**src/rtl/seg_scan595_hex.sv**
```systemverilog
// Multiplexed hex 7-segment scanner feeding two cascaded 74HC595s (segment byte first, then select byte).
// Latency: 1 + 33*CLK_DIV + HOLD_CYC sys_clk cycles per digit; frame = NUM_DIGITS digits.
// Backpressure: none; free-running scan, inputs snapshotted at the start of each frame.
//
// Ports: sys_clk/sys_rst (async, active-high); digits_i/dp_i/blank_i per-digit data; bright_i dimming level;
//        sclk/dat/str/oe_n drive the 595 chain; cur_digit = digit being shifted/held; frame_done = wrap strobe.
// Optional feature: define SEG_DIM_EN to enable PWM dimming through oe_n during the hold window.
module seg_scan595_hex #(
    parameter int NUM_DIGITS     = 8,
    parameter int CLK_DIV        = 4,
    parameter int HOLD_CYC       = 64,
    parameter int SEG_ACTIVE_LOW = 1,
    parameter int SEL_ACTIVE_LOW = 0
) (
    input  logic                    sys_clk,
    input  logic                    sys_rst,
    input  logic [4*NUM_DIGITS-1:0] digits_i,
    input  logic [NUM_DIGITS-1:0]   dp_i,
    input  logic [NUM_DIGITS-1:0]   blank_i,
    input  logic [2:0]              bright_i,
    output logic                    sclk,
    output logic                    dat,
    output logic                    str,
    output logic                    oe_n,
    output logic [2:0]              cur_digit,
    output logic                    frame_done
);

    typedef enum logic [1:0] {S_LOAD, S_SHIFT, S_LATCH, S_HOLD} state_t;

    localparam logic [15:0] DIV_LAST  = 16'(CLK_DIV - 1);
    localparam logic [15:0] HOLD_LAST = 16'((HOLD_CYC > 0) ? HOLD_CYC - 1 : 0);
    localparam logic [2:0]  LAST_DIG  = 3'(NUM_DIGITS - 1);

    state_t                  state;
    logic [15:0]             cnt;
    logic [3:0]              bit_cnt;
    logic [15:0]             shreg;
    logic [4*NUM_DIGITS-1:0] snap_dig;
    logic [NUM_DIGITS-1:0]   snap_dp;
    logic [NUM_DIGITS-1:0]   snap_blank;

    // Word build: digit 0 reads the live inputs because the snapshot is taken in that same LOAD cycle.
    logic [31:0] dig_src;
    logic [7:0]  dp_src;
    logic [7:0]  blank_src;
    logic [3:0]  nib;
    logic [7:0]  seg_hex;
    logic [7:0]  seg;
    logic [7:0]  sel;
    logic [15:0] word;

    always_comb begin
        dig_src   = (cur_digit == 3'd0) ? 32'(digits_i) : 32'(snap_dig);
        dp_src    = (cur_digit == 3'd0) ? 8'(dp_i)      : 8'(snap_dp);
        blank_src = (cur_digit == 3'd0) ? 8'(blank_i)   : 8'(snap_blank);
        nib       = dig_src[{cur_digit, 2'b00} +: 4];
        case (nib)
            4'h0: seg_hex = 8'hC0;
            4'h1: seg_hex = 8'hF9;
            4'h2: seg_hex = 8'hA4;
            4'h3: seg_hex = 8'hB0;
            4'h4: seg_hex = 8'h99;
            4'h5: seg_hex = 8'h92;
            4'h6: seg_hex = 8'h82;
            4'h7: seg_hex = 8'hF8;
            4'h8: seg_hex = 8'h80;
            4'h9: seg_hex = 8'h90;
            4'hA: seg_hex = 8'h88;
            4'hB: seg_hex = 8'h83;
            4'hC: seg_hex = 8'hC6;
            4'hD: seg_hex = 8'hA1;
            4'hE: seg_hex = 8'h86;
            default: seg_hex = 8'h8E;
        endcase
        seg = seg_hex;
        if (dp_src[cur_digit])    seg[7] = 1'b0;
        if (blank_src[cur_digit]) seg    = 8'hFF;
        if (SEG_ACTIVE_LOW == 0)  seg    = ~seg;
        sel = 8'b1 << cur_digit;
        if (SEL_ACTIVE_LOW != 0)  sel    = ~sel;
        word = {seg, sel};
    end

`ifdef SEG_DIM_EN
    logic [15:0] on_len;
    logic [15:0] on_calc;
    assign on_calc = ((16'(bright_i) + 16'd1) * 16'(HOLD_CYC)) >> 3;
`else
    assign oe_n = 1'b0;
    logic unused_bright;
    assign unused_bright = ^bright_i;
`endif

    always_ff @(posedge sys_clk or posedge sys_rst) begin
        if (sys_rst) begin
            state      <= S_LOAD;
            cnt        <= '0;
            bit_cnt    <= '0;
            shreg      <= '0;
            snap_dig   <= '0;
            snap_dp    <= '0;
            snap_blank <= '0;
            sclk       <= 1'b0;
            dat        <= 1'b0;
            str        <= 1'b0;
            cur_digit  <= '0;
            frame_done <= 1'b0;
`ifdef SEG_DIM_EN
            oe_n       <= 1'b0;
            on_len     <= '0;
`endif
        end else begin
            frame_done <= 1'b0;
            case (state)
                S_LOAD: begin
                    if (cur_digit == 3'd0) begin
                        snap_dig   <= digits_i;
                        snap_dp    <= dp_i;
                        snap_blank <= blank_i;
                    end
                    shreg   <= word;
                    dat     <= word[15];
                    sclk    <= 1'b0;
                    cnt     <= '0;
                    bit_cnt <= '0;
                    state   <= S_SHIFT;
`ifdef SEG_DIM_EN
                    oe_n    <= 1'b1;
`endif
                end
                S_SHIFT: begin
                    if (cnt == DIV_LAST) begin
                        cnt <= '0;
                        if (!sclk) begin
                            sclk <= 1'b1;
                        end else begin
                            sclk <= 1'b0;
                            if (bit_cnt == 4'd15) begin
                                dat   <= 1'b0;
                                str   <= 1'b1;
                                state <= S_LATCH;
                            end else begin
                                bit_cnt <= bit_cnt + 4'd1;
                                shreg   <= shreg << 1;
                                dat     <= shreg[14];
                            end
                        end
                    end else begin
                        cnt <= cnt + 16'd1;
                    end
                end
                S_LATCH: begin
                    if (cnt == DIV_LAST) begin
                        cnt <= '0;
                        str <= 1'b0;
                        if (HOLD_CYC == 0) begin
                            cur_digit  <= (cur_digit == LAST_DIG) ? 3'd0 : cur_digit + 3'd1;
                            frame_done <= (cur_digit == LAST_DIG);
                            state      <= S_LOAD;
                        end else begin
                            state <= S_HOLD;
`ifdef SEG_DIM_EN
                            // bright_i is captured here so a change mid-hold cannot glitch the duty.
                            on_len <= on_calc;
                            oe_n   <= (on_calc == 16'd0);
`endif
                        end
                    end else begin
                        cnt <= cnt + 16'd1;
                    end
                end
                default: begin
                    if (cnt == HOLD_LAST) begin
                        cnt        <= '0;
                        cur_digit  <= (cur_digit == LAST_DIG) ? 3'd0 : cur_digit + 3'd1;
                        frame_done <= (cur_digit == LAST_DIG);
                        state      <= S_LOAD;
`ifdef SEG_DIM_EN
                        oe_n       <= 1'b1;
`endif
                    end else begin
                        cnt <= cnt + 16'd1;
`ifdef SEG_DIM_EN
                        oe_n <= ((cnt + 16'd1) >= on_len);
`endif
                    end
                end
            endcase
        end
    end

endmodule

```
**config.mk**
```make
export PLATFORM = sky130hd
export DESIGN_NAME = seg_scan595_hex
export DESIGN_NICKNAME = d
export VERILOG_FILES = /design/src/rtl/seg_scan595_hex.sv
export SDC_FILE = /design/constraint.sdc
export NUM_CORES = 1
export LEC_CHECK = 0
export CAP_MARGIN = 20
export CORE_UTILIZATION = 45
export CTS_CLUSTER_DIAMETER = 100
export CTS_CLUSTER_SIZE = 28
export DETAILED_ROUTE_END_ITERATION = 7
export HOLD_SLACK_MARGIN = 0.05
export PLACE_DENSITY_LB_ADDON = 0.15
export SLEW_MARGIN = 30
export SYNTH_ARGS = -nofsm -noshare
export SYNTH_HDL_FRONTEND = slang
export SYNTH_SLANG_ARGS = --single-unit
```
**constraint.sdc**
```tcl
create_clock -name sys_clk -period 3.9 [get_ports sys_clk]
set_input_delay 1.17 -clock sys_clk [delete_from_list [all_inputs] [get_ports sys_clk]]
set_output_delay 1.17 -clock sys_clk [all_outputs]
set_load 0.01 [all_outputs]
```
==> results_dict.tcl <==
set metrics [dict create \
    drt-met1-wl_um 4650 \
    cts_buffers 9 \
    clockBufferDepth 2 \
    grt_max_degree 52 \
    htreeDepth 3 \
    ant_nets 0 \
    insertion_delay_ns 0.38 \
    avgSynthCellArea_um2 11.1 \
    routed_via_density 5.36 \
    grt_usage_pct 19.1 \
    place_hpwl_um 7190 \
    r2r_end "shreg[14]" \
    netlist_area_mm2 0.00500 \
    syn_nets 521 \
    hold_viol 0 \
    num-nets-final 576 \
    yosysUniqueCellTypes 63 \
    synthToLayoutAreaGrowth_pct 18.9 \
    diodes 0 \
    required_ns 4.16 \
    highest_layer "met4" \
    rsz0062_at_grt "false" \
    rows 38 \
    finalClockSkew_ns 0.0157 \
    drcViolationCount 0 \
    ys.flop_type "dfrtp_1" \
    cts_setup_buffers 0 \
    static-leakage-power_nw 2.63 \
    crit_path_start_kind "register" \
    setup_violations 0 \
    die_h_um 107 \
    grt.overflow.total 0 \
    clkTransAtPathRegs_ns 0.10 \
    min_period_over_period_pct 88.4 \
    max-vdd-ir-drop_mv 0.316 \
    cp-end-kind "register" \
    tns_ns 0 \
    grt_pass1_vias 3486 \
    synth-async-reset-ratio_pct 100 \
    vias 3487 \
    cp.arrival_ns 3.70 \
    root_buffer "clkbuf_8" \
    cts_resized 0 \
    min_from "cnt[0]" \
    io_buffers 56 \
    drv_slew 0 \
    pin_count 61 \
    yosysWarnings 0 \
    multi_input_area_mm2 0.00253 \
    coreArea_mm2 0.0108 \
    power_density_mw_per_mm2 316 \
    hold_path_class "reg -> reg" \
    dieArea_mm2 0.0115 \
    outcome "finished clean" \
    hold_end "cnt[0]" \
    fillers 988 \
    synthCells 450 \
    clock-sinks 92 \
    wl_met2_um 4920 \
    final_area_mm2 0.00594 \
    seq_area_mm2 0.00230 \
    fp.dieW_um 107 \
    p_total_w 0.00188 \
    post_route_cells_drive_above_1_share_pct 20.6 \
    fmax_mhz 290 \
    met3_length_um 461 \
    routed_wirelength_um 10100 \
    max_slew_margin_pct 50.1 \
    critical_path_class "reg -> reg" \
    cts_tree "done" \
    globalplace.congestion 0.833 \
    ctsHoldBuffers 0 \
    wl_per_cell_um 15.5 \
    period_needed_ns 3.45 \
    initial_core_util_pct 46.1 \
    drt_first_iter_violations 126 \
    worstPathMaxFanout 11 \
    max_cap_viol_count 0 \
    min_path_cells 1 \
    place_area_mm2 0.00571 \
    antenna_found_initial 0 \
    rr_worst_depth 11 \
    synth_seq_area_share_pct 46.1 \
    rrSetupSlack_ns 0.45 \
    reg2reg_from "cur_digit[1]" \
    grt_first_pass_wirelength_um 17000 \
    synth_edf_count 0 \
    yosys_register_bits 92 \
    first_pass_iters 4 \
    utilization_pct 54.8 \
    worstMarginPinSlew_ns 0.749 \
]
area by class of cell:
class | instances | share of cell area, %
multi-input cells | 323 | 42.6
flip-flops and latches | 92 | 38.8
repair buffers | 67 | 11.0
well taps | 140 | 2.95
clock buffers | 10 | 2.32
clock inverters | 6 | 1.58
inverters | 12 | 0.779
Yosys cell counts (5+ instances only):
master	number	area (um^2)
dfrtp_1	92	2300
mux2_2	52	586
nand2_1	48	180
nor2_1	35	131
ha_1	18	225
mux2i_1	18	180
o21ai_0	17	85.1
a21oi_1	15	75.1
xor2_1	12	105
clkbuf_1	11	41.3
inv_1	11	41.3
mux4_2	10	225
a221oi_1	6	52.6
nand2b_1	6	37.5
nand3_1	6	30.0
o211ai_1	6	45.0
nor3_1	5	25.0
xnor2_1	5	43.8
cells in the final DEF, fill, tap and decap left out, types with 3 or more instances in the layout:
master,n
nand3_1,6
and3_1,4
mux4_2,10
clkdlybuf4s50_1,56
o21ai_0,17
xor2_1,12
inv_1,10
nor2_1,35
dfrtp_1,92
o21ai_1,4
a221oi_1,6
clkbuf_8,10
nor3_1,5
a21oi_1,15
nand2_1,47
nand4_1,4
a22o_1,4
mux2i_1,18
ha_1,18
buf_4,10
nor2b_1,3
and2_1,3
xnor2_1,5
mux2_2,52
o211ai_1,6
a31oi_1,4
nand2b_1,6
through the flow:
stage	hold WS [ns]	instances	worst slack [ns]
floorplan	0.446	450	0.338
global placement	0.467	634	0.344
detailed placement	0.472	634	0.326
CTS	0.495	650	0.466
global route	0.504	650	0.256
finish	0.489	650	0.452
report_power, final:
part	switching [W]	internal, W	leakage [nW]
sequential	0.0000126	0.000980	1.15
combinational	0.0000575	0.0000886	1.37
clock	0.000356	0.000384	0.113
total	0.000426	0.00145	2.63
cells by family after synthesis:
logic type | after synthesis | share of synthesized area [%]
buf+inv | 35 | 3.48
mux | 81 | 20.1
fa+ha+maj | 18 | 4.51
simple gates | 131 | 12.8
other cells | 1 | 0.0751
flops | 92 | 46.1
compound gates | 75 | 10.0
xor+xnor | 17 | 2.98
registers in the layout, indices dropped and copies added, names as in the netlist:
signal / cells
sclk: 1
state: 2
snap_dp: 8
cnt: 16
snap_blank: 8
dat: 1
str: 1
shreg: 15
snap_dig: 32
frame_done: 1
cur_digit: 3
bit_cnt: 4
worst max-delay path: stages (launching register included):
cell and delay [ns]:
dfrtp_1 0.40, inv_2 0.22, ha_1 0.43, nand2b_1 0.34
a221oi_1 0.33, a31oi_1 0.08, o211ai_1 0.44, inv_1 0.16
ha_1 0.27, mux2_2 0.28, a221oi_1 0.28, o21ai_1 0.09
how the worst max path moves through the flow:
stage	start	endpoint	slack, ns	cells past startpoint
after global routing	cur_digit[1]	shreg[14]	0.26	11
final	cur_digit[1]	shreg[14]	0.45	11
after detailed placement	digits_i[9]	shreg[14]	0.33	9
after CTS	cur_digit[1]	shreg[14]	0.47	11
after global placement	digits_i[9]	shreg[14]	0.34	9
after floorplan	sys_rst	bit_cnt[0]	0.34	1
routing by layer:
layer  vias to the layer above  GRT usage [%]
li1                       1714              -
met1                      1712           24.8
met2                        56           31.1
met3                         5           6.23
met4                         0           3.91
met5                         -              0
Power figures use the tool's default switching activity.
